===== src/rtl/alu_issue_ctrl.sv =====
// alu_issue_ctrl
//   Sequencer in front of a 4-bit combinational ALU. Accepts packed
//   instructions {op[8:6], rd[5:4], rs1[3:2], rs2[1:0]} over valid/ready,
//   reads operands from a small register file, drives the external ALU,
//   captures result/carry and writes the result back.
//
// Ports
//   clk, rst                  clock, async active-high reset
//   instr_valid/instr_ready   instruction handshake (ready is registered)
//   instr                     packed instruction
//   alu_a/alu_b/alu_op        registered ALU operands and opcode
//   alu_result/alu_carry      combinational ALU outputs
//   wb_valid/wb_rd/wb_data    one-cycle retirement pulse, rd and data held
//   carry_flag                carry of the last ALU (non-LOADI) instruction
//   retire_cnt                saturating retirement count (ALU_ISSUE_CNT_EN only)
//
// Build option
//   ALU_ISSUE_CNT_EN : adds retire_cnt output and its 8-bit saturating counter.
//
// state | meaning
// IDLE  | instr_ready high, waiting for a transfer
// READ  | operands read from register file onto ALU inputs
// EXEC  | ALU inputs stable, result/carry captured
// WB    | result written to rd, wb_valid pulsed

module alu_issue_ctrl #(
  parameter int DATA_W = 4,
  parameter int NREGS  = 4
) (
  input  logic              clk,
  input  logic              rst,
  input  logic              instr_valid,
  output logic              instr_ready,
  input  logic [8:0]        instr,
  output logic [DATA_W-1:0] alu_a,
  output logic [DATA_W-1:0] alu_b,
  output logic [2:0]        alu_op,
  input  logic [DATA_W-1:0] alu_result,
  input  logic              alu_carry,
  output logic              wb_valid,
  output logic [1:0]        wb_rd,
  output logic [DATA_W-1:0] wb_data,
  output logic              carry_flag
`ifdef ALU_ISSUE_CNT_EN
  ,
  output logic [7:0]        retire_cnt
`endif
);

  localparam logic [2:0] OP_LOADI = 3'b111;

  typedef enum logic [1:0] {IDLE, READ, EXEC, WB} state_t;

  state_t            state_q;
  logic [2:0]        op_q;
  logic [1:0]        rd_q, rs1_q, rs2_q;
  logic [DATA_W-1:0] regs_q [NREGS];
  logic [DATA_W-1:0] res_q;
  logic              carry_q;
  logic [DATA_W-1:0] res_d;
  logic              is_loadi;

  assign is_loadi = (op_q == OP_LOADI);

  // LOADI carries its immediate in the rs1/rs2 fields, zero-extended.
  assign res_d = is_loadi ? DATA_W'({rs1_q, rs2_q}) : alu_result;

`ifdef ALU_ISSUE_CNT_EN
  logic [7:0] cnt_d;
  assign cnt_d = (retire_cnt == 8'hFF) ? retire_cnt : retire_cnt + 8'd1;
`endif

  always_ff @(posedge clk or posedge rst) begin
    if (rst) begin
      state_q     <= IDLE;
      instr_ready <= 1'b1;
      op_q        <= '0;
      rd_q        <= '0;
      rs1_q       <= '0;
      rs2_q       <= '0;
      regs_q      <= '{default: '0};
      res_q       <= '0;
      carry_q     <= 1'b0;
      alu_a       <= '0;
      alu_b       <= '0;
      alu_op      <= '0;
      wb_valid    <= 1'b0;
      wb_rd       <= '0;
      wb_data     <= '0;
      carry_flag  <= 1'b0;
`ifdef ALU_ISSUE_CNT_EN
      retire_cnt  <= '0;
`endif
    end else begin
      wb_valid <= 1'b0;
      case (state_q)
        IDLE: begin
          if (instr_valid && instr_ready) begin
            op_q        <= instr[8:6];
            rd_q        <= instr[5:4];
            rs1_q       <= instr[3:2];
            rs2_q       <= instr[1:0];
            instr_ready <= 1'b0;
            state_q     <= READ;
          end
        end
        READ: begin
          // LOADI leaves the ALU inputs at their previous values.
          if (!is_loadi) begin
            alu_a  <= regs_q[rs1_q];
            alu_b  <= regs_q[rs2_q];
            alu_op <= op_q;
          end
          state_q <= EXEC;
        end
        EXEC: begin
          res_q <= res_d;
          if (!is_loadi) carry_q <= alu_carry;
          state_q <= WB;
        end
        WB: begin
          regs_q[rd_q] <= res_q;
          wb_valid     <= 1'b1;
          wb_rd        <= rd_q;
          wb_data      <= res_q;
          if (!is_loadi) carry_flag <= carry_q;
`ifdef ALU_ISSUE_CNT_EN
          retire_cnt   <= cnt_d;
`endif
          instr_ready  <= 1'b1;
          state_q      <= IDLE;
        end
        default: begin
          instr_ready <= 1'b1;
          state_q     <= IDLE;
        end
      endcase
    end
  end

endmodule


===== config.mk =====
export PLATFORM = sky130hd
export DESIGN_NAME = alu_issue_ctrl
export DESIGN_NICKNAME = d
export VERILOG_FILES = /design/src/rtl/alu_issue_ctrl.sv
export SDC_FILE = /design/constraint.sdc
export NUM_CORES = 1
export LEC_CHECK = 0
export ABC_AREA = 1
export CORE_AREA = 2 2 68 70
export DETAILED_ROUTE_END_ITERATION = 8
export DIE_AREA = 0 0 70 72
export HOLD_SLACK_MARGIN = 0.03
export PLACE_DENSITY = 0.9
export SLEW_MARGIN = 30
export SYNTH_ARGS = -nofsm -noshare
export SYNTH_HDL_FRONTEND = slang
export SYNTH_SLANG_ARGS = --single-unit

===== constraint.sdc =====
create_clock -name clk -period 4.25 [get_ports clk]
set_input_delay 1.275 -clock clk [delete_from_list [all_inputs] [get_ports clk]]
set_output_delay 1.275 -clock clk [all_outputs]
set_load 0.01 [all_outputs]

==> results of run 1 <==
[per-stage QoR]
stage	power, W	worst slack (ps)	std cells	area, um2
floorplan	0.0005140	1719	292	2391
CTS	0.0008913	1548	380	2877
global route	0.0009126	1524	380	2877
finish	0.0008836	1560	380	2877
detailed placement	0.0005325	1740	372	2750
global placement	0.0005318	1709	372	2748
[flip-flops by register name, summed over array words and instances (netlist names), 3 cells and up]
| signal | count |
|---|---|
| alu_a | 4 |
| alu_b | 4 |
| alu_op | 3 |
| op_q | 3 |
| regs_q | 16 |
| res_q | 4 |
| wb_data | 4 |
[cell families (layout without fill, tap and decap cells)]
kind of cell,Yosys count,in the layout,synth area share (%)
DFF,52,52,54.47
AOI/OAI and AO/OA,40,40,9.001
buffers and inverters,43,79,8.372
adders and majority gates,5,5,2.616
and+or+nand+nor,152,152,25.54
[layer usage]
| layer | wire, um | vias to the layer above |
|---|---|---|
| li1 | - | 975 |
| met1 | 1997 | 873 |
| met2 | 2487 | 47 |
| met3 | 192 | 6 |
| met4 | 68 | 0 |
| met5 | 0 | - |
[power by group]
| group | switching (W) | internal, W |
|---|---|---|
| Sequential | 0 | 0.000494 |
| Clock | 0.000154 | 0.000208 |
| Combinational | 0.0000133 | 0.0000144 |
[area by class of cell]
type | count | area (um2)
Clock buffer | 7 | 96.34
Clock inverter | 1 | 30.03
Inverter | 35 | 133.9
Timing Repair Buffer | 36 | 360.3
Sequential cell | 52 | 1303
Fill cell | 356 | 1388
Multi-Input combinational cell | 197 | 888.4
Tap cell | 52 | 65.06
[placed cells by master (no fill, tap or decap), drive strengths merged]
| cell | n |
|---|---|
| nand3 | 24 |
| ha | 5 |
| a21oi | 7 |
| nand2 | 121 |
| dfstp | 1 |
| inv | 35 |
| o21ai | 32 |
| a22o | 1 |
| bufinv | 1 |
| nor2 | 7 |
| clkdlybuf4s50 | 36 |
| dfrtp | 51 |
| clkbuf | 7 |
[worst paths after layout]
kind / endpoint / slack, ps / from / cells after the start
max in group asynchronous: wb_data[1] / 2430 / rst / 2
min in group asynchronous: alu_b[0] / 1410 / rst / 2
worst max register to register: alu_a[2] / 2750 / op_q[0] / 5
worst min register to register: res_q[3] / 480 / res_q[3] / 2
worst max-delay path: instr_ready / 1560 / instr_ready / 1
worst min-delay path: res_q[3] / 480 / res_q[3] / 2
==> metrics.cfg, run 1 <==
[run]
maxCapViolCount = 0

[critical_path]
cp-start-kind = flop
critPathMaxFanout = 4
crit_path_cell_trace = clkdlybuf4s50_1
slowest_stage = dfstp_2
crit_buf_inv = 1
end_kind = output pin
slowest_delay_ps = 570
cp.arrival_ps = 1420
path_class = flop to output pin
cpLargestDelayFamily = flip-flops
required_ps = 2970

[placement]
dp_hpwl_um = 3531
io_buffers = 36
gp_congestion = 0.9153

[sta]
hold_violations = 0
skew_ps = 5.272
fin_crit_ps = 2690
finalCritPeriodShare_pct = 63.30
drv_slew = 0
tns_ps = 0
max_freq_mhz = 371.7
hold_ws_ps = 484.0
slew_headroom_pct = 59.36
grt_setup_unrepaired = false
setup_viol = 0
tightest_slew_ps = 609.6

[pwr]
powerDensity_nw_per_um2 = 307.2
leakagePower_nw = 1.490
ir_drop_mv = 0.2926

[global_routing]
track_usage_pct = 21.56
grt-ovfl-total = 0
grt_pass1_wl_um = 8445
grtUsageMet3_pct = 4.306
gr-usage-met1_pct = 26.54
use_met2_pct = 38.31
grt.busiest_layer = met2
grt_pass1_vias = 1838
grt_max_degree = 53
antenna_found_initial = 0

[min_path]
min_path_type = flop to flop

[yosys]
syn_avg_cell_area_um2 = 8.189
yosys.area.top_type = dfrtp_1
ys_ff_latch = 52
ys_seq_area_share_pct = 54.47
syn_area_um2 = 2391
synth_top_area_share_pct = 53.38
synth.most_common_cell = nand2_1
synthTopCellsByArea = dfrtp_1 (53%), nand2_1 (19%), o21ai_0 (5.2%)
synth_common_cells = nand2_1 (121), dfrtp_1 (51), inv_1 (32), o21ai_0 (25), nand3_1 (22)
netlist_instances = 292
synth_nets = 314
synth_warnings = 0
synthFlopType = dfrtp_1
netlist-cell-type-count = 19
synth_edf_count = 0
async_flop_share_pct = 100.0

[clock_tree]
path_clk_slew_ps = 80
numCtsBuffers = 5
cts_root_buf = clkbuf_8
cts.path.max_buffers = 2
cts_tree = done
cts_setup_buffers = 0
ctsHtreeMaxLevel = 2
cts_hold_buffers = 0
cts_sinks = 52
clkLatencyLatePin_ps = 310
cts_resized = 0

[floorplan]
coreArea_um2 = 4264
die-area_um2 = 5040
chipHeight_um = 72
die_x_um = 70
io_pins = 37
rows = 24
start_util_pct = 56.07

[layout]
drive_above_1_share_pct = 5.488
antennaDiodeCount = 0
fin_util_pct = 67.46
area_growth_pct = 20.30
nets = 349

[routing]
route.detailed.wl_per_inst_um = 12.49
routed_wl_um = 4746
drtIter0Drc = 167
drc = 0
drtPass1Iterations = 4
vias_per_cell = 5.003
num_vias = 1901
ant_nets = 0

[run_status]
status = finished clean

Note: power is estimated with default switching activity, not from simulation.
==> inputs of run 2 (changes only) <==
Settings changed: CORE_AREA 2 2 68 70 to 2 2 74 76, DIE_AREA 0 0 70 72 to 0 0 76 78, PLACE_DENSITY 0.9 to 0.82.
Clock period 4.25 ns to 2.4 ns, I/O delays scaled along.
==> run 2 against run 1 <==
  * Largest power group unchanged
  * Wire length increased by 0.34%
  * Global-route usage is 3.6 points lower
  * Sequential share of layout area up 0.079 points
  * Sequential cell count stayed put
  * Critical path depth unchanged
  * Clock skew up 1.9 ps
  * Count of clock-buffer cells in the layout is 2 lower
  * Sequential power rose by 77%
  * Critical path type unchanged
==> metrics.cfg, run 2 (same netlist as run 1, synthesis figures left out) <==
[global_routing]
track_usage_pct = 17.97  ; -3.6 points
grt_max_degree = 53  ; unchanged
grt_pass1_wl_um = 8549  ; +1.2%
grt-ovfl-total = 0  ; unchanged
antenna_found_initial = 0  ; unchanged
grt_pass1_vias = 1947  ; +5.9%

[layout]
postLayoutCellArea_um2 = 2872  ; -0.17%
nets = 350  ; +0.29%
largest_register_ffs = 16  ; unchanged
final_cells = 398  ; +4.7%
layout_commonest_cell = nand2_1
area_growth_pct = 20.09
final_cell_mix = nand2_1 (121), dfrtp_1 (51), clkdlybuf4s50_1 (36)
fillers = 451  ; +27%
largest_register = regs_q
drive_above_1_share_pct = 5.488  ; unchanged
antennaDiodeCount = 0  ; unchanged

[floorplan]
rows = 26  ; +8.3%
chipHeight_um = 78  ; +8.3%
die_x_um = 76  ; +8.6%
start_util_pct = 47.42  ; -8.7 points
coreArea_um2 = 5042  ; +18%
die-area_um2 = 5928  ; +18%
io_pins = 37  ; unchanged

[critical_path]
reg2reg_depth = 5  ; unchanged
cp.arrival_ps = 1410  ; about the same
cp-start-kind = flop
critPathMaxFanout = 4  ; unchanged
slowest_stage = dfstp_2
r2r-start = op_q[0]
path_class = flop to output pin
regToRegSetupSlack_ps = 870  ; -1880 ps
crit_buf_inv = 1  ; unchanged
required_ps = 1680  ; -1290 ps
slowest_delay_ps = 570  ; about the same
cpLargestDelayFamily = flip-flops
end_kind = output pin
crit_path_cell_trace = clkdlybuf4s50_1
rr_endpoint = alu_a[1]

[min_path]
min_to = alu_a[3]
min_path_type = flop to flop
hp-start = alu_a[3]
hold_depth = 2  ; unchanged

[routing]
drtIter0Drc = 84  ; -50%
drtPass1Iterations = 4  ; unchanged
routed_wl_um = 4762  ; +0.34%
route.detailed.wl_per_inst_um = 11.96  ; -4.2%
vias_per_cell = 4.965  ; -0.76%
ant_nets = 0  ; unchanged
drc = 0  ; unchanged
num_vias = 1976  ; +3.9%

[sta]
grt_setup_unrepaired = false
hold_violations = 0  ; unchanged
slew_headroom_pct = 71.91  ; +13 points
hold_ws_ps = 482.8  ; -1.138 ps
skew_ps = 7.144  ; +1.872 ps
drv_slew = 0  ; unchanged
fin_crit_ps = 2132
max_freq_mhz = 469.1
tightest_slew_ps = 420.3  ; -189.4 ps
finalCritPeriodShare_pct = 88.82
tns_ps = 0  ; unchanged
setup_viol = 0  ; unchanged

[clock_tree]
ctsHtreeMaxLevel = 2  ; unchanged
cts_sinks = 52  ; unchanged
cts_setup_buffers = 0  ; unchanged
path_clk_slew_ps = 90  ; about the same
clkLatencyLatePin_ps = 310  ; about the same
cts_root_buf = clkbuf_8
cts_hold_buffers = 0  ; unchanged
cts.path.max_buffers = 2  ; unchanged
cts_tree = done
cts_resized = 0  ; unchanged
numCtsBuffers = 5  ; unchanged

[pwr]
ir_drop_mv = 0.4007  ; +37%
leakagePower_nw = 1.474  ; -1.0%
power.total_w = 0.001408  ; +59%
powerDensity_nw_per_um2 = 490.2  ; +60%

[run_status]
status = finished clean

[placement]
dp_cells = 391  ; +5.1%
io_buffers = 36  ; unchanged
gp_congestion = 0.8425  ; -8.0%
dp_hpwl_um = 3561  ; +0.86%
placed_area_um2 = 2790  ; +1.5%

[run]
maxCapViolCount = 0  ; unchanged

[run 2: changes by cell type in the layout (fill, tap and decap cells not counted), sizes merged]
cell,delta
bufinv,-1
clkbuf,-2
clkinvlp,+1
clkinv,+1
buf,+1
[run 2: routing by layer]
layer | vias up | global-route usage, % | routed length, um | share of wire (%)
li1 | 976 | - | - | -
met1 | 942 | 22.35 | 2165 | 45
met2 | 49 | 31.34 | 2306 | 48
met3 | 9 | 3.605 | 208 | 4.4
met4 | 0 | 6.364 | 81 | 1.7
met5 | - | 0 | 0 | 0
[run 2: layout make-up]
type	count	area, um2	share of cell area, %
repair buffers	37	380.4	13.25
clock buffers	5	68.82	2.397
well taps	70	87.58	3.050
inverters	35	131.4	4.575
flip-flops and latches	52	1303	45.36
clock inverters	2	12.51	0.4357
multi-input cells	197	888.4	30.94
[run 2: report_power, final]
part | switching [W] | total [W] | leakage, nW | internal, W
Sequential | 0 | 0.000875 | 0.660 | 0.000875
Clock | 0.000282 | 0.000480 | 0.0400 | 0.000198
Combinational | 0.0000239 | 0.0000526 | 0.774 | 0.0000287
Total | 0.000305 | 0.00141 | 1.47 | 0.00110
[run 2: worst max path at each step]
stage	depth (start not counted)	to	slack, ps	start
finish	1	instr_ready	270	instr_ready
global route	1	instr_ready	230	instr_ready
CTS	1	instr_ready	260	instr_ready
detailed placement	4	rs1_q[0]	470	instr_valid
global placement	3	instr_ready	540	instr_valid
floorplan	1	alu_a[0]	420	rst
[run 2: through the flow]
step                setup WS (ps)  util (%)
floorplan                   423.8         -
global placement            537.0     55.34
detailed placement          467.2     55.34
CTS                         258.4     56.95
global route                234.7     56.95
finish                      268.3     56.95
[run 2: worst register-to-register path: stages (launching register included)]
cell and delay [ps]:
dfrtp_1 410, nand3_2 260, nand2_1 420, inv_2 170, nand2_1 110, nand2_1 50
